[config.mk]
export PLATFORM = sky130hd
export DESIGN_NAME = seq_magnitude_comparator_flat
export DESIGN_NICKNAME = d
export VERILOG_FILES = /design/src/rtl/seq_magnitude_comparator_if.sv /design/src/rtl/seq_magnitude_comparator.sv /design/src/flat_wrapper.sv
export SDC_FILE = /design/constraint.sdc
export NUM_CORES = 1
export LEC_CHECK = 0
export BUFFER_PORTS_ARGS = -buffer_cell sky130_fd_sc_hd__buf_4
export CAP_MARGIN = 20
export CORE_MARGIN = 2
export CORE_UTILIZATION = 40
export CTS_BUF_LIST = sky130_fd_sc_hd__clkbuf_4 sky130_fd_sc_hd__clkbuf_8 sky130_fd_sc_hd__clkbuf_16
export DETAILED_ROUTE_END_ITERATION = 7
export GPL_TIMING_DRIVEN = 0
export SLEW_MARGIN = 20
export SYNTH_ARGS = -nofsm -noshare
export SYNTH_HDL_FRONTEND = slang
export SYNTH_SLANG_ARGS = --single-unit
[constraint.sdc]
create_clock -name clk -period 3.4 [get_ports clk]
set_input_delay 0.51 -clock clk [delete_from_list [all_inputs] [get_ports clk]]
set_output_delay 0.51 -clock clk [all_outputs]
set_load 0.02 [all_outputs]
[src/rtl/seq_magnitude_comparator_if.sv]
// Operand/result handshake bundle for seq_magnitude_comparator.
// Valid/ready: a beat transfers on the rising edge where valid && ready; the sender
// holds its payload stable while valid is high, and ready never depends on valid.
interface seq_magnitude_comparator_if #(
  parameter int WIDTH = 32,
  parameter int CW    = 3
);
  logic             in_valid;
  logic             in_ready;
  logic [WIDTH-1:0] A;
  logic [WIDTH-1:0] B;
  logic             is_signed;
  logic             out_valid;
  logic             out_ready;
  logic             A_gt_B;
  logic             A_eq_B;
  logic             A_lt_B;
  logic [CW-1:0]    cycles;

  modport master (
    output in_valid, A, B, is_signed, out_ready,
    input  in_ready, out_valid, A_gt_B, A_eq_B, A_lt_B, cycles
  );

  modport slave (
    input  in_valid, A, B, is_signed, out_ready,
    output in_ready, out_valid, A_gt_B, A_eq_B, A_lt_B, cycles
  );
endinterface

[src/rtl/seq_magnitude_comparator.sv]
// Multi-cycle magnitude comparator: walks CHUNK bits per cycle from the MSB chunk
// down and stops at the first differing chunk; signed mode flips the top chunk MSB.
module seq_magnitude_comparator #(
  parameter int WIDTH = 32,
  parameter int CHUNK = 8,
  parameter int CW    = $clog2(WIDTH / CHUNK + 1)
) (
  input  logic                     clk,
  input  logic                     rst_n,
  seq_magnitude_comparator_if.slave bus,
  output logic [1:0]               dbg_state
);
  localparam int NCHUNK = WIDTH / CHUNK;
  localparam int IW     = (NCHUNK > 1) ? $clog2(NCHUNK) : 1;

  typedef enum logic [1:0] {
    IDLE = 2'd0,
    CMP  = 2'd1,
    DONE = 2'd2
  } state_t;

  state_t           state;
  logic [WIDTH-1:0] a_q;
  logic [WIDTH-1:0] b_q;
  logic             sgn_q;
  logic [IW-1:0]    idx;
  logic             out_valid_q;
  logic             gt_q;
  logic             eq_q;
  logic             lt_q;
  logic [CW-1:0]    cycles_q;

  logic [CHUNK-1:0] ca;
  logic [CHUNK-1:0] cb;
  logic [CW-1:0]    used;

  // Inverting the sign bit of the top chunk turns a signed compare into an unsigned one.
  always_comb begin
    ca = a_q[int'(idx)*CHUNK +: CHUNK];
    cb = b_q[int'(idx)*CHUNK +: CHUNK];
    if (sgn_q && (int'(idx) == NCHUNK - 1)) begin
      ca[CHUNK-1] = ~ca[CHUNK-1];
      cb[CHUNK-1] = ~cb[CHUNK-1];
    end
    used = CW'(NCHUNK - int'(idx));
  end

  always_ff @(posedge clk or negedge rst_n) begin
    if (!rst_n) begin
      state       <= IDLE;
      a_q         <= '0;
      b_q         <= '0;
      sgn_q       <= 1'b0;
      idx         <= '0;
      out_valid_q <= 1'b0;
      gt_q        <= 1'b0;
      eq_q        <= 1'b0;
      lt_q        <= 1'b0;
      cycles_q    <= '0;
    end else begin
      case (state)
        IDLE: begin
          if (bus.in_valid) begin
            a_q   <= bus.A;
            b_q   <= bus.B;
            sgn_q <= bus.is_signed;
            idx   <= IW'(NCHUNK - 1);
            state <= CMP;
          end
        end
        CMP: begin
          if (ca != cb) begin
            gt_q        <= (ca > cb);
            lt_q        <= (ca < cb);
            cycles_q    <= used;
            out_valid_q <= 1'b1;
            state       <= DONE;
          end else if (idx == '0) begin
            eq_q        <= 1'b1;
            cycles_q    <= used;
            out_valid_q <= 1'b1;
            state       <= DONE;
          end else begin
            idx <= idx - IW'(1);
          end
        end
        DONE: begin
          if (bus.out_ready) begin
            gt_q        <= 1'b0;
            eq_q        <= 1'b0;
            lt_q        <= 1'b0;
            out_valid_q <= 1'b0;
            state       <= IDLE;
          end
        end
        default: state <= IDLE;
      endcase
    end
  end

  assign bus.in_ready  = (state == IDLE);
  assign bus.out_valid = out_valid_q;
  assign bus.A_gt_B    = gt_q;
  assign bus.A_eq_B    = eq_q;
  assign bus.A_lt_B    = lt_q;
  assign bus.cycles    = cycles_q;
  assign dbg_state     = state;
endmodule

[src/flat_wrapper.sv]
// flat-port wrapper written by rule: the top's interface ports become plain ports
module seq_magnitude_comparator_flat 
#(
  parameter int WIDTH = 32,
  parameter int CHUNK = 8,
  parameter int CW    = $clog2(WIDTH / CHUNK + 1)
)
  (clk, rst_n, dbg_state, bus_in_valid, bus_A, bus_B, bus_is_signed, bus_out_ready, bus_in_ready, bus_out_valid, bus_A_gt_B, bus_A_eq_B, bus_A_lt_B, bus_cycles);
  seq_magnitude_comparator_if #(.WIDTH(WIDTH), .CW(CW)) bus_i ();
  input  logic clk;
  input  logic rst_n;
  output logic [1:0] dbg_state;
  input wire logic [$bits(bus_i.in_valid)-1:0] bus_in_valid;
  input wire logic [$bits(bus_i.A)-1:0] bus_A;
  input wire logic [$bits(bus_i.B)-1:0] bus_B;
  input wire logic [$bits(bus_i.is_signed)-1:0] bus_is_signed;
  input wire logic [$bits(bus_i.out_ready)-1:0] bus_out_ready;
  output wire logic [$bits(bus_i.in_ready)-1:0] bus_in_ready;
  output wire logic [$bits(bus_i.out_valid)-1:0] bus_out_valid;
  output wire logic [$bits(bus_i.A_gt_B)-1:0] bus_A_gt_B;
  output wire logic [$bits(bus_i.A_eq_B)-1:0] bus_A_eq_B;
  output wire logic [$bits(bus_i.A_lt_B)-1:0] bus_A_lt_B;
  output wire logic [$bits(bus_i.cycles)-1:0] bus_cycles;
  assign bus_i.in_valid = bus_in_valid;
  assign bus_i.A = bus_A;
  assign bus_i.B = bus_B;
  assign bus_i.is_signed = bus_is_signed;
  assign bus_i.out_ready = bus_out_ready;
  assign bus_in_ready = bus_i.in_ready;
  assign bus_out_valid = bus_i.out_valid;
  assign bus_A_gt_B = bus_i.A_gt_B;
  assign bus_A_eq_B = bus_i.A_eq_B;
  assign bus_A_lt_B = bus_i.A_lt_B;
  assign bus_cycles = bus_i.cycles;
  seq_magnitude_comparator #(.WIDTH(WIDTH), .CHUNK(CHUNK), .CW(CW)) u_core (.clk(clk), .rst_n(rst_n), .bus(bus_i), .dbg_state(dbg_state));
endmodule
==> qor.yml <==
worst_setup_path:
  cpMaxStageDelayCell: "mux4_2"
  worst_setup_path_end_kind: "flop"
  crit_top_cell: "buf_2"
  crit_fanout: 10
  critPathKind: "reg2reg"
  cp.required_ns: 3.64
  arrival_ns: 3.08
  slowest_delay_ns: 0.37
  cp_cell_sequence: "buf_2 -> buf_2 -> mux4_2 -> ha_1 -> nand4_4 -> nor3_4 -> or2b_4 -> mux2_1"
  start_kind: "flop"
clocking:
  cts.repair.resized: 0
  cts_setup_buffers: 0
  cts.sinks: 76
  hold_buffers: 0
  h-tree-depth: 3
  clkSlewWorstSetupHoldPaths_ns: 0.08
  cts_buffers: 9
  clk_path_buf_depth: 2
  cts_tree: "yes"
  cts_root_buf: "clkbuf_8"
  clkLatencyLatePin_ns: 0.35
logic_synthesis:
  synth_cell_types: 37
  synth_commonest_cells: "76 x dfrtp_1, 65 x mux2_2, 16 x mux4_2, 15 x inv_1, 13 x ha_1"
  avgSynthCellArea_um2: 14.7
  yosysMostFrequentCell: "dfrtp_1"
  synth-edff-count: 0
  post-synth-top-area-cell: "dfrtp_1"
  ys_ff_latch: 76
  syn_inst: 247
  yosys_warnings: 0
  synthesis.area_mm2: 0.00364
  syn_nets: 329
  yosysSeqAreaShare_pct: 52.3
  synth_top_flop_cell: "dfrtp_1"
  synth_top_area_share_pct: 52.3
  ys_async_sr_fraction_pct: 100
  synthTopCellsByArea: "dfrtp_1 52%, mux2_2 20%, mux4_2 9.9%"
floorplan:
  core_mm2: 0.00876
  die_area_mm2: 0.00988
  fp.dieH_um: 99.4
  row_count: 34
  pin_count: 79
  initial_core_util_pct: 41.5
  die_w_um: 99.4
sta:
  skew_ns: 0.00636
  period_needed_ns: 2.84
  period_share_pct: 83.6
  worst_slack_ns: 0.556
  tightest_slew_ns: 0.979
  max_slew_margin_pct: 34.7
  rsz0062_at_grt: "false"
  finalSetupViolations: 0
  drv_slew: 0
  finalHoldViolCount: 0
  fmax_ghz: 0.352
  setup_tns_ns: 0
  hold_ws_ns: 0.307
worst_hold_path:
  hp-class: "in2async"
power_and_ir_drop:
  p_per_area_mw_per_mm2: 852
  vdd_drop_max_mv: 0.338
  power.total_mw: 3.85
  p_leak_nw: 2.08
placed_design:
  port_buffers: 78
  pre_cts_ws_ns: 0.563
  hpwl_um: 5620
  gp_congestion: 0.774
drt:
  drt-wirelength-per-cell_um: 17.3
  vias: 2324
  drtIter0Drc: 79
  totalWireLength_um: 7740
  drc: 0
  drt_first_pass_iters: 4
  vias_per_cell: 5.19
  ant_nets: 0
grt:
  antenna_found_initial: 0
  grt_pass1_wl_um: 12400
  grt_pass1_vias: 2394
  grt_max_degree: 77
  track_usage_pct: 16.8
  gr-total-overflow: 0
flow_run:
  cap_viol_max_count: 0
outcome:
  status: "complete, no violations"
final_layout:
  synthToLayoutAreaGrowth_pct: 24.2
  drive_gt1_share_pct: 57.4
  finish.net_count: 418
  antennaDiodeCount: 0
==> placed cells by master, fill, tap and decap left out, types with 2 or more instances in the layout <==
master	netlist	routed
ha_1	13	13
a21oi_1	2	2
buf_4	1	79
inv_1	15	15
nand3_1	3	3
nor2b_1	2	2
clkbuf_4	0	3
clkbuf_8	0	9
clkinv_2	0	3
mux2_2	65	65
a31oi_1	2	2
mux4_2	16	16
nor2_1	2	2
buf_2	10	10
nand2_1	7	7
dfrtp_1	76	76
o21ai_0	8	8
o211ai_1	2	2
o31ai_1	2	2
==> where the power goes <==
group          switching, mW  total, mW  internal (mW)
logic                  0.742       1.69          0.945
registers              0.216       1.56           1.35
clock network          0.320      0.602          0.282
==> metal layers <==
layer	global-route usage (%)	vias up	part of all wire (%)
met5	0	-	0
met4	6.64	0	1.8
met3	4.43	11	4.6
met2	27.7	55	50
met1	21.3	1177	44
li1	-	1081	-
==> state kept, by name, indices dropped and copies added (netlist names) <==
name	flops
u_core.dbg_state	2
u_core.bus.cycles	3
u_core.bus.out_valid	1
u_core.bus.A_gt_B	1
u_core.b_q	32
u_core.bus.A_eq_B	1
u_core.sgn_q	1
u_core.bus.A_lt_B	1
u_core.a_q	32
u_core.idx	2
==> logic make-up (layout without fill, tap and decap cells) <==
kind of cell	Yosys count	in the layout	share of synthesized area, %
adder cells (fa/ha/maj)	13	13	4.47
multiplexers	82	82	30.3
buffers and inverters	27	120	3.44
AO/OA/AOI/OAI	25	25	4.78
AND/OR/NAND/NOR	22	22	4.23
flip-flops	76	76	52.3
XOR/XNOR	2	2	0.482
==> area by class of cell <==
cell class              count  area [um2]
fillers                   780        4240
flip-flops and latches     76        1900
multi-input cells         144        1610
repair buffers             78         586
clock buffers              12         146
well taps                 108         135
plain buffers              12        68.8
inverters                  15        56.3
clock inverters             3        15.0
==> worst paths after layout <==
| kind | startpoint | to | slack [ns] | cells past startpoint |
|---|---|---|---|---|
| worst max-delay path | u_core.idx[1] | u_core.bus.cycles[1] | 0.56 | 8 |
| worst min-delay path | rst_n | u_core.bus.cycles[1] | 0.31 | 1 |
| worst max register to register | u_core.idx[1] | u_core.bus.cycles[1] | 0.56 | 8 |
| worst min register to register | u_core.bus.cycles[0] | u_core.bus.cycles[0] | 0.50 | 2 |
| max in group asynchronous | rst_n | u_core.b_q[17] | 2.46 | 1 |
| min in group clk | bus_A[21] | u_core.a_q[21] | 0.38 | 2 |
==> metrics by stage <==
stage	area [um2]	instances	utilization, %
floorplan	3640	247	-
finish	4520	448	51.6
global route	4520	448	51.6
global placement	4360	433	49.7
detailed placement	4360	433	49.7
CTS	4520	448	51.6
==> worst max-delay path, delay by kind of cell (launching register included) <==
kind	cells	cell delay, ns
adders and majority gates	1	0.36
buffers and inverters	2	0.65
DFF	1	0.35
muxes	2	0.68
and+or+nand+nor	3	0.68
Power figures use the tool's default switching activity.
